File: config.mk
export PLATFORM = sky130hd
export DESIGN_NAME = demux_stream
export DESIGN_NICKNAME = d
export VERILOG_FILES = /design/src/rtl/demux_pkg.sv /design/src/rtl/demux_out_reg.sv /design/src/rtl/demux_stream.sv
export SDC_FILE = /design/constraint.sdc
export NUM_CORES = 1
export LEC_CHECK = 0
export CORE_MARGIN = 2
export CORE_UTILIZATION = 40
export CTS_BUF_LIST = sky130_fd_sc_hd__clkbuf_8
export CTS_CLUSTER_DIAMETER = 200
export DETAILED_ROUTE_END_ITERATION = 6
export DONT_BUFFER_PORTS = 1
export HOLD_SLACK_MARGIN = 0.03
export PLACE_DENSITY = 0.51
export SLEW_MARGIN = 10
export SYNTH_ARGS = -nofsm -noshare
export SYNTH_HDL_FRONTEND = slang
export SYNTH_SLANG_ARGS = --single-unit
File: constraint.sdc
create_clock -name i_clk -period 2.4 [get_ports i_clk]
set_input_delay 0.48 -clock i_clk [delete_from_list [all_inputs] [get_ports i_clk]]
set_output_delay 0.48 -clock i_clk [all_outputs]
set_load 0.01 [all_outputs]
File: src/rtl/demux_pkg.sv
`default_nettype none
// +----------------------------------------------------------------------------+
// | demux_pkg                                                                  |
// | Shared FSM encoding and select-width helper for the stream demultiplexer.  |
// | Revision: 1.0                                                              |
// +----------------------------------------------------------------------------+
package demux_pkg;

    typedef enum logic [0:0] {
        ST_IDLE = 1'b0,
        ST_LOCK = 1'b1
    } demux_state_e;

    // A two-output demux still needs one select bit, so the width never drops below 1.
    function automatic int sel_width(input int n);
        return (n <= 2) ? 1 : $clog2(n);
    endfunction

endpackage
`default_nettype wire

File: src/rtl/demux_out_reg.sv
`default_nettype none
// +----------------------------------------------------------------------------+
// | demux_out_reg                                                              |
// | One-entry valid/ready output register; data and last persist after pop.   |
// | Revision: 1.0                                                              |
// +----------------------------------------------------------------------------+
module demux_out_reg #(
    parameter int DW = 8
) (
    input  logic          i_clk,
    input  logic          i_rstn,
    input  logic          i_load,
    input  logic [DW-1:0] i_data,
    input  logic          i_last,
    input  logic          i_ready,
    output logic          o_valid,
    output logic [DW-1:0] o_data,
    output logic          o_last
);

    logic          r_valid;
    logic [DW-1:0] r_data;
    logic          r_last;

    // A load wins over a pop, so a full-rate stream keeps valid asserted.
    always_ff @(posedge i_clk or negedge i_rstn) begin
        if (!i_rstn) begin
            r_valid <= 1'b0;
            r_data  <= '0;
            r_last  <= 1'b0;
        end else if (i_load) begin
            r_valid <= 1'b1;
            r_data  <= i_data;
            r_last  <= i_last;
        end else if (r_valid && i_ready) begin
            r_valid <= 1'b0;
        end
    end

    assign o_valid = r_valid;
    assign o_data  = r_data;
    assign o_last  = r_last;

endmodule
`default_nettype wire

File: src/rtl/demux_stream.sv
`default_nettype none
// +----------------------------------------------------------------------------+
// | demux_stream                                                               |
// | Packet-aware 1-to-N valid/ready demultiplexer with per-output registers.   |
// | Revision: 1.0                                                              |
// +----------------------------------------------------------------------------+
module demux_stream
    import demux_pkg::*;
#(
    parameter  int DW = 8,
    parameter  int N  = 4,
    localparam int SW = sel_width(N)
) (
    input  logic            i_clk,
    input  logic            i_rstn,
    input  logic            i_valid,
    input  logic [DW-1:0]   i_data,
    input  logic            i_last,
    input  logic [SW-1:0]   i_sel,
    output logic            o_ready,
    output logic [N-1:0]    o_valid,
    output logic [N*DW-1:0] o_data,
    output logic [N-1:0]    o_last,
    input  logic [N-1:0]    i_ready,
    output logic            o_lock,
    output logic            o_drop
);

    localparam logic [SW:0] C_N = (SW+1)'(N);

    demux_state_e  r_state;
    demux_state_e  w_state_nxt;
    logic [SW-1:0] r_sel;
    logic [SW-1:0] w_sel_nxt;
    logic [SW-1:0] w_tgt;
    logic          w_tgt_ok;
    logic          w_xfer;
    logic          r_drop;
    logic [N-1:0]  w_load;

    assign w_tgt    = (r_state == ST_IDLE) ? i_sel : r_sel;
    assign w_tgt_ok = ({1'b0, w_tgt} < C_N);
    assign w_xfer   = i_valid & o_ready;

    // Out-of-range targets are always ready so a dropped packet drains at full rate.
    always_comb begin
        o_ready = 1'b1;
        w_load  = '0;
        for (int k = 0; k < N; k++) begin
            if (w_tgt_ok && (w_tgt == SW'(k))) begin
                o_ready   = ~o_valid[k] | i_ready[k];
                w_load[k] = w_xfer;
            end
        end
    end

    always_comb begin
        w_state_nxt = r_state;
        w_sel_nxt   = r_sel;
        case (r_state)
            ST_IDLE: begin
                if (w_xfer && !i_last) begin
                    w_state_nxt = ST_LOCK;
                    w_sel_nxt   = i_sel;
                end
            end
            ST_LOCK: begin
                if (w_xfer && i_last) begin
                    w_state_nxt = ST_IDLE;
                end
            end
            default: w_state_nxt = ST_IDLE;
        endcase
    end

    always_ff @(posedge i_clk or negedge i_rstn) begin
        if (!i_rstn) begin
            r_state <= ST_IDLE;
            r_sel   <= '0;
            r_drop  <= 1'b0;
        end else begin
            r_state <= w_state_nxt;
            r_sel   <= w_sel_nxt;
            r_drop  <= w_xfer & ~w_tgt_ok;
        end
    end

    generate
        for (genvar k = 0; k < N; k++) begin : g_out
            demux_out_reg #(
                .DW (DW)
            ) u_out_reg (
                .i_clk   (i_clk),
                .i_rstn  (i_rstn),
                .i_load  (w_load[k]),
                .i_data  (i_data),
                .i_last  (i_last),
                .i_ready (i_ready[k]),
                .o_valid (o_valid[k]),
                .o_data  (o_data[k*DW +: DW]),
                .o_last  (o_last[k])
            );
        end
    endgenerate

    assign o_lock = (r_state == ST_LOCK);
    assign o_drop = r_drop;

endmodule
`default_nettype wire

## Word-level counts from Yosys, hierarchy flattened

Index checks and enable logic that the tools add are counted.
Widths: inputs -> output; s select.

| operators by class | value |
|---|---|
| add/subtract/negate cells | 0 |
| multiply operators | 0 |
| div/mod/pow operators | 0 |
| $lt $le $gt $ge | 0 |
| equal/unequal tests | 3 |
| shift-type cells | 0 |
| muxes and demuxes | 20 |
| bitwise operators | 10 |
| reduce and logical (&&, ||, !) cells | 13 |

Operators with widths:

| cell | number |
|---|---|
| $mux 1 | 18 |
| $reduce_bool 2->1 | 4 |
| $logic_and 1x1->1 | 6 |
| $not 1->1 | 5 |
| $eq 2x2->1 const B | 2 |
| $or 1x1->1 | 4 |
| $eq 2x1->1 const B | 1 |
| $logic_not 2->1 | 1 |
| $mux 2 | 1 |
| $pmux 1 s2 | 1 |
| $reduce_and 2->1 | 1 |
| $and 1x1->1 | 1 |
| $logic_not 1->1 | 1 |

| storage, ports and cells | value |
|---|---|
| flip-flop bits (word level) | 43 |
| bits in latches | 0 |
| bits in writable memories | 0 |
| bits in read-only memories | 0 |
| input port bits | 18 |
| output and inout port bits | 43 |
| logic and storage cells | 60 |
| memories kept | 0 |

## Logic depth before layout (Yosys ltp)

| logic depth | value |
|---|---|
| depth after elaboration | 10 |
| gate-level depth with buffers | 5 |
| gate-level depth less buffers | 4 |

## Hierarchy

Synthesis repeated with hierarchy kept, for this count alone.

| second synthesis, totals | value |
|---|---|
| cells, all modules | 118 |
| area, all modules | 1904.3 µm² |

Modules (own cells, without submodules):

| module | times used | cells an instance | area each (µm²) | sequential area each (µm²) |
|---|---|---|---|---|
| demux_out_reg | 4 | 22 | 409.1 | 250.2 |
| demux_stream | 1 | 30 | 267.8 | 75.1 |

## Worst setup path before layout

No wires, ideal clock.

| timing path | value |
|---|---|
| path type | register to output |
| start point | reg with a tool-made name |
| end point | out o_ready |
| arrival time | 1506 ps |
| data required time | 1920 ps |
| setup slack | 414 ps |
| stages on the path, launching flop included | 6 |
| buffers on the path | 1 |
| cell sequence | dfrtp_1 -> buf_6 -> mux2i_1 -> mux2i_2 -> o211a_1 -> inv_1 |

RTL lines:

| element | RTL line | text |
|---|---|---|
| to (decl) | demux_stream.sv:20 | `output logic o_ready,` |

==> results.py <==
metrics = {
    "outcome": {
        "status": "finished, final reports clean",
    },
    "logic_synthesis": {
        "synthCells": 136,
        "synth.distinct_cells": 28,
        "seq_area_frac_synth_pct": 55.8,
        "syn_area_mm2": 0.00193,
        "ys_warn_count": 0,
        "ys_seq_elements": 43,
        "syn_nets": 154,
        "postSynthAreaPerCell_um2": 14.2,
    },
    "place": {
        "pre_cts_ws_ps": 236,
        "gp_congestion": 0.815,
        "port_buffers": 0,
        "dp_hpwl_um": 2630,
        "dp_cells": 180,
    },
    "timing": {
        "setup_tns_ps": 0,
        "setup_slack_ps": 160,
        "min_period_over_period_pct": 93.3,
        "worst_hold_slack_ps": 334,
        "setup_viol": 0,
        "rsz0062_at_grt": "no",
        "period_needed_ps": 2240,
        "hold_violations": 0,
        "fmax_mhz": 446,
        "drv_slew": 0,
        "finalClockSkew_ps": 1.87,
    },
    "finish": {
        "finalNonFillerCells": 191,
        "drive_gt1_share_pct": 43.1,
        "layout_commonest_cell": "dfrtp_1",
        "areaGrowthSynthToFinish_pct": 6.75,
        "fill_cells": 445,
        "most-common-layout-cells": "dfrtp_1, mux2_2, nand2b_1, inv_1, clkbuf_8",
        "finalNetCount": 154,
        "n_antenna_cell": 0,
    },
    "clocking": {
        "clkTransAtPathRegs_ps": 80,
        "clock_path_buffers": 2,
        "cts.sinks": 43,
        "numCtsBuffers": 5,
        "h-tree-depth": 2,
        "root_buffer": "clkbuf_8",
        "clk-insertion-delay-late_ps": 290,
        "cts_tree": "built",
    },
    "route": {
        "drtPass1Iterations": 4,
        "initialDrtViolationCount": 23,
        "viasPerCell": 5.74,
        "dr_total_vias": 1096,
        "totalWireLength_um": 3840,
        "route.detailed.drc": 0,
        "routedWlPerCell_um": 20.1,
        "antenna_left": 0,
    },
    "global_routing": {
        "track_usage_pct": 15.0,
        "grt_max_degree": 44,
        "antenna_found_initial": 0,
        "grt_pass1_vias": 1117,
        "grt_overflow_total": 0,
        "grt_first_pass_wirelength_um": 5870,
    },
    "pwr": {
        "p_leak_uw": 0.000877,
        "ir_worst_vdd_v": 0.000482,
        "switchingPower_uw": 985,
        "p_int_uw": 1710,
        "switching_share_pct": 36.5,
        "power_density_mw_per_mm2": 1310,
        "pwr-share-comb_pct": 25.1,
        "clockPowerShare_pct": 17.5,
        "seqPwrFrac_pct": 57.4,
    },
    "worst_setup_path": {
        "cp_data_arrival_time_ps": 1760,
        "worstSetupStartpointType": "flop",
        "cp-end-kind": "output pin",
        "crit_required_ps": 1920,
        "worstSetupPathType": "reg2out",
        "path_max_fanout": 15,
    },
    "floorplan": {
        "die_w_um": 73.4,
        "ios": 61,
        "fp.coreArea_mm2": 0.00469,
        "dieArea_mm2": 0.00539,
        "rows": 25,
        "die_h_um": 73.4,
        "initial_core_util_pct": 41.1,
    },
    "min_path": {
        "hp-class": "in2reg",
    },
    "flow_run": {
        "cap_violations": 0,
    },
}
==> timing repair <==
action                     4_1_cts  5_1_grt
gates resized for setup          1        0
hold endpoints to repair        43        0
setup endpoints to repair        1        1
gates cloned                     0        0
hold buffers                     2        0
setup buffers                    0        1
==> power by group through the flow <==
| stage | Combinational (µW) | Clock (µW) | Sequential (µW) |
|---|---|---|---|
| 6_report | 678 | 471 | 1550 |
| 5_1_grt | 747 | 537 | 1590 |
| 4_1_cts | 685 | 494 | 1560 |
| 3_5_place_dp | 663 | 0 | 1570 |
| 3_3_place_gp | 636 | 0 | 1550 |
| 2_1_floorplan | 709 | 0 | 1420 |
==> final timing paths <==
kind                                               from  slack (ps)  depth (start not counted)                      endpoint
max in group asynchronous                        i_rstn        1510                          2                     async pin
min in group asynchronous                        i_rstn         690                          2    g_out[3].u_out_reg.o_valid
min                                           i_data[4]         330                          1  g_out[3].u_out_reg.o_data[4]
max reg2reg                                        flop         450                          5  g_out[0].u_out_reg.o_data[7]
min reg2reg                g_out[3].u_out_reg.o_data[2]         580                          1  g_out[3].u_out_reg.o_data[2]
max                                                flop         160                          4                       o_ready
==> routing by layer <==
layer	wire [µm]	up-vias	track usage [%]	part of all wire (%)
li1	-	476	-	-
met3	311	9	6.17	8.1
met4	53	0	4.85	1.4
met1	1560	562	17.8	41
met2	1910	49	24.8	50
met5	0	-	0	0
==> final cells by class <==
type	instances	area [µm²]	share of cell area (%)
sequential	43	1080	52.4
tap	54	67.6	3.28
inverter	5	18.8	0.912
clock buffer	6	82.6	4.01
timing repair buffer	3	45.0	2.19
clock inverter	2	12.5	0.608
multi-input combinational	78	753	36.6
==> worst max-delay path, stage by stage (launching register included) <==
cell and delay (ps):
dfrtp_2 540, mux2i_1 290, mux2i_2 310, o211a_1 240, inv_1 90
==> metrics by stage <==
step / area, µm² / power, µW / util [%]
3_5_place_dp: 1920 / 2230 / 40.8
4_1_cts: 2050 / 2740 / 43.7
6_report: 2060 / 2700 / 43.8
5_1_grt: 2060 / 2880 / 43.8
2_1_floorplan: 1930 / 2130 / -
3_3_place_gp: 1920 / 2190 / 40.8
==> cell families (layout without fill, tap and decap cells) <==
kind of cell,after synthesis,in the layout,synth area share (%)
AO/OA/AOI/OAI,17,17,8.70
buffers and inverters,15,16,5.06
flip-flops,43,43,55.8
multiplexers,39,39,22.9
other,1,1,0.195
AND/OR/NAND/NOR,21,21,7.34
==> cell usage after synthesis <==
cell type	number	share of area, %
and3_2	1	0.39
buf_4	9	3.5
mux2i_2	1	0.71
o31ai_1	1	0.39
a21boi_0	1	0.39
nor2_1	1	0.19
a21oi_1	1	0.26
and3b_2	3	1.6
o211a_1	1	0.52
o21ai_0	3	0.78
nor3b_1	2	0.78
nand2b_1	6	1.9
conb_1	1	0.19
mux2i_1	1	0.52
o22ai_1	2	0.65
o41ai_1	2	0.91
nor3b_2	1	0.65
o21ai_1	1	0.26
inv_1	5	0.97
nand2_1	5	0.97
buf_6	1	0.58
a41oi_4	1	1.4
o21ai_2	2	0.91
a31oi_4	2	2.2
nor2_4	1	0.58
nor3_1	1	0.26
mux2_2	37	22
dfrtp_1	43	56
==> registers in the layout, indices dropped and copies added, names as in the netlist, named ones only <==
signal	flops
g_out.u_out_reg.o_data	32
g_out.u_out_reg.o_valid	4
g_out.u_out_reg.o_last	4
r_sel	2
No activity file was read; power rests on OpenSTA's default activity.
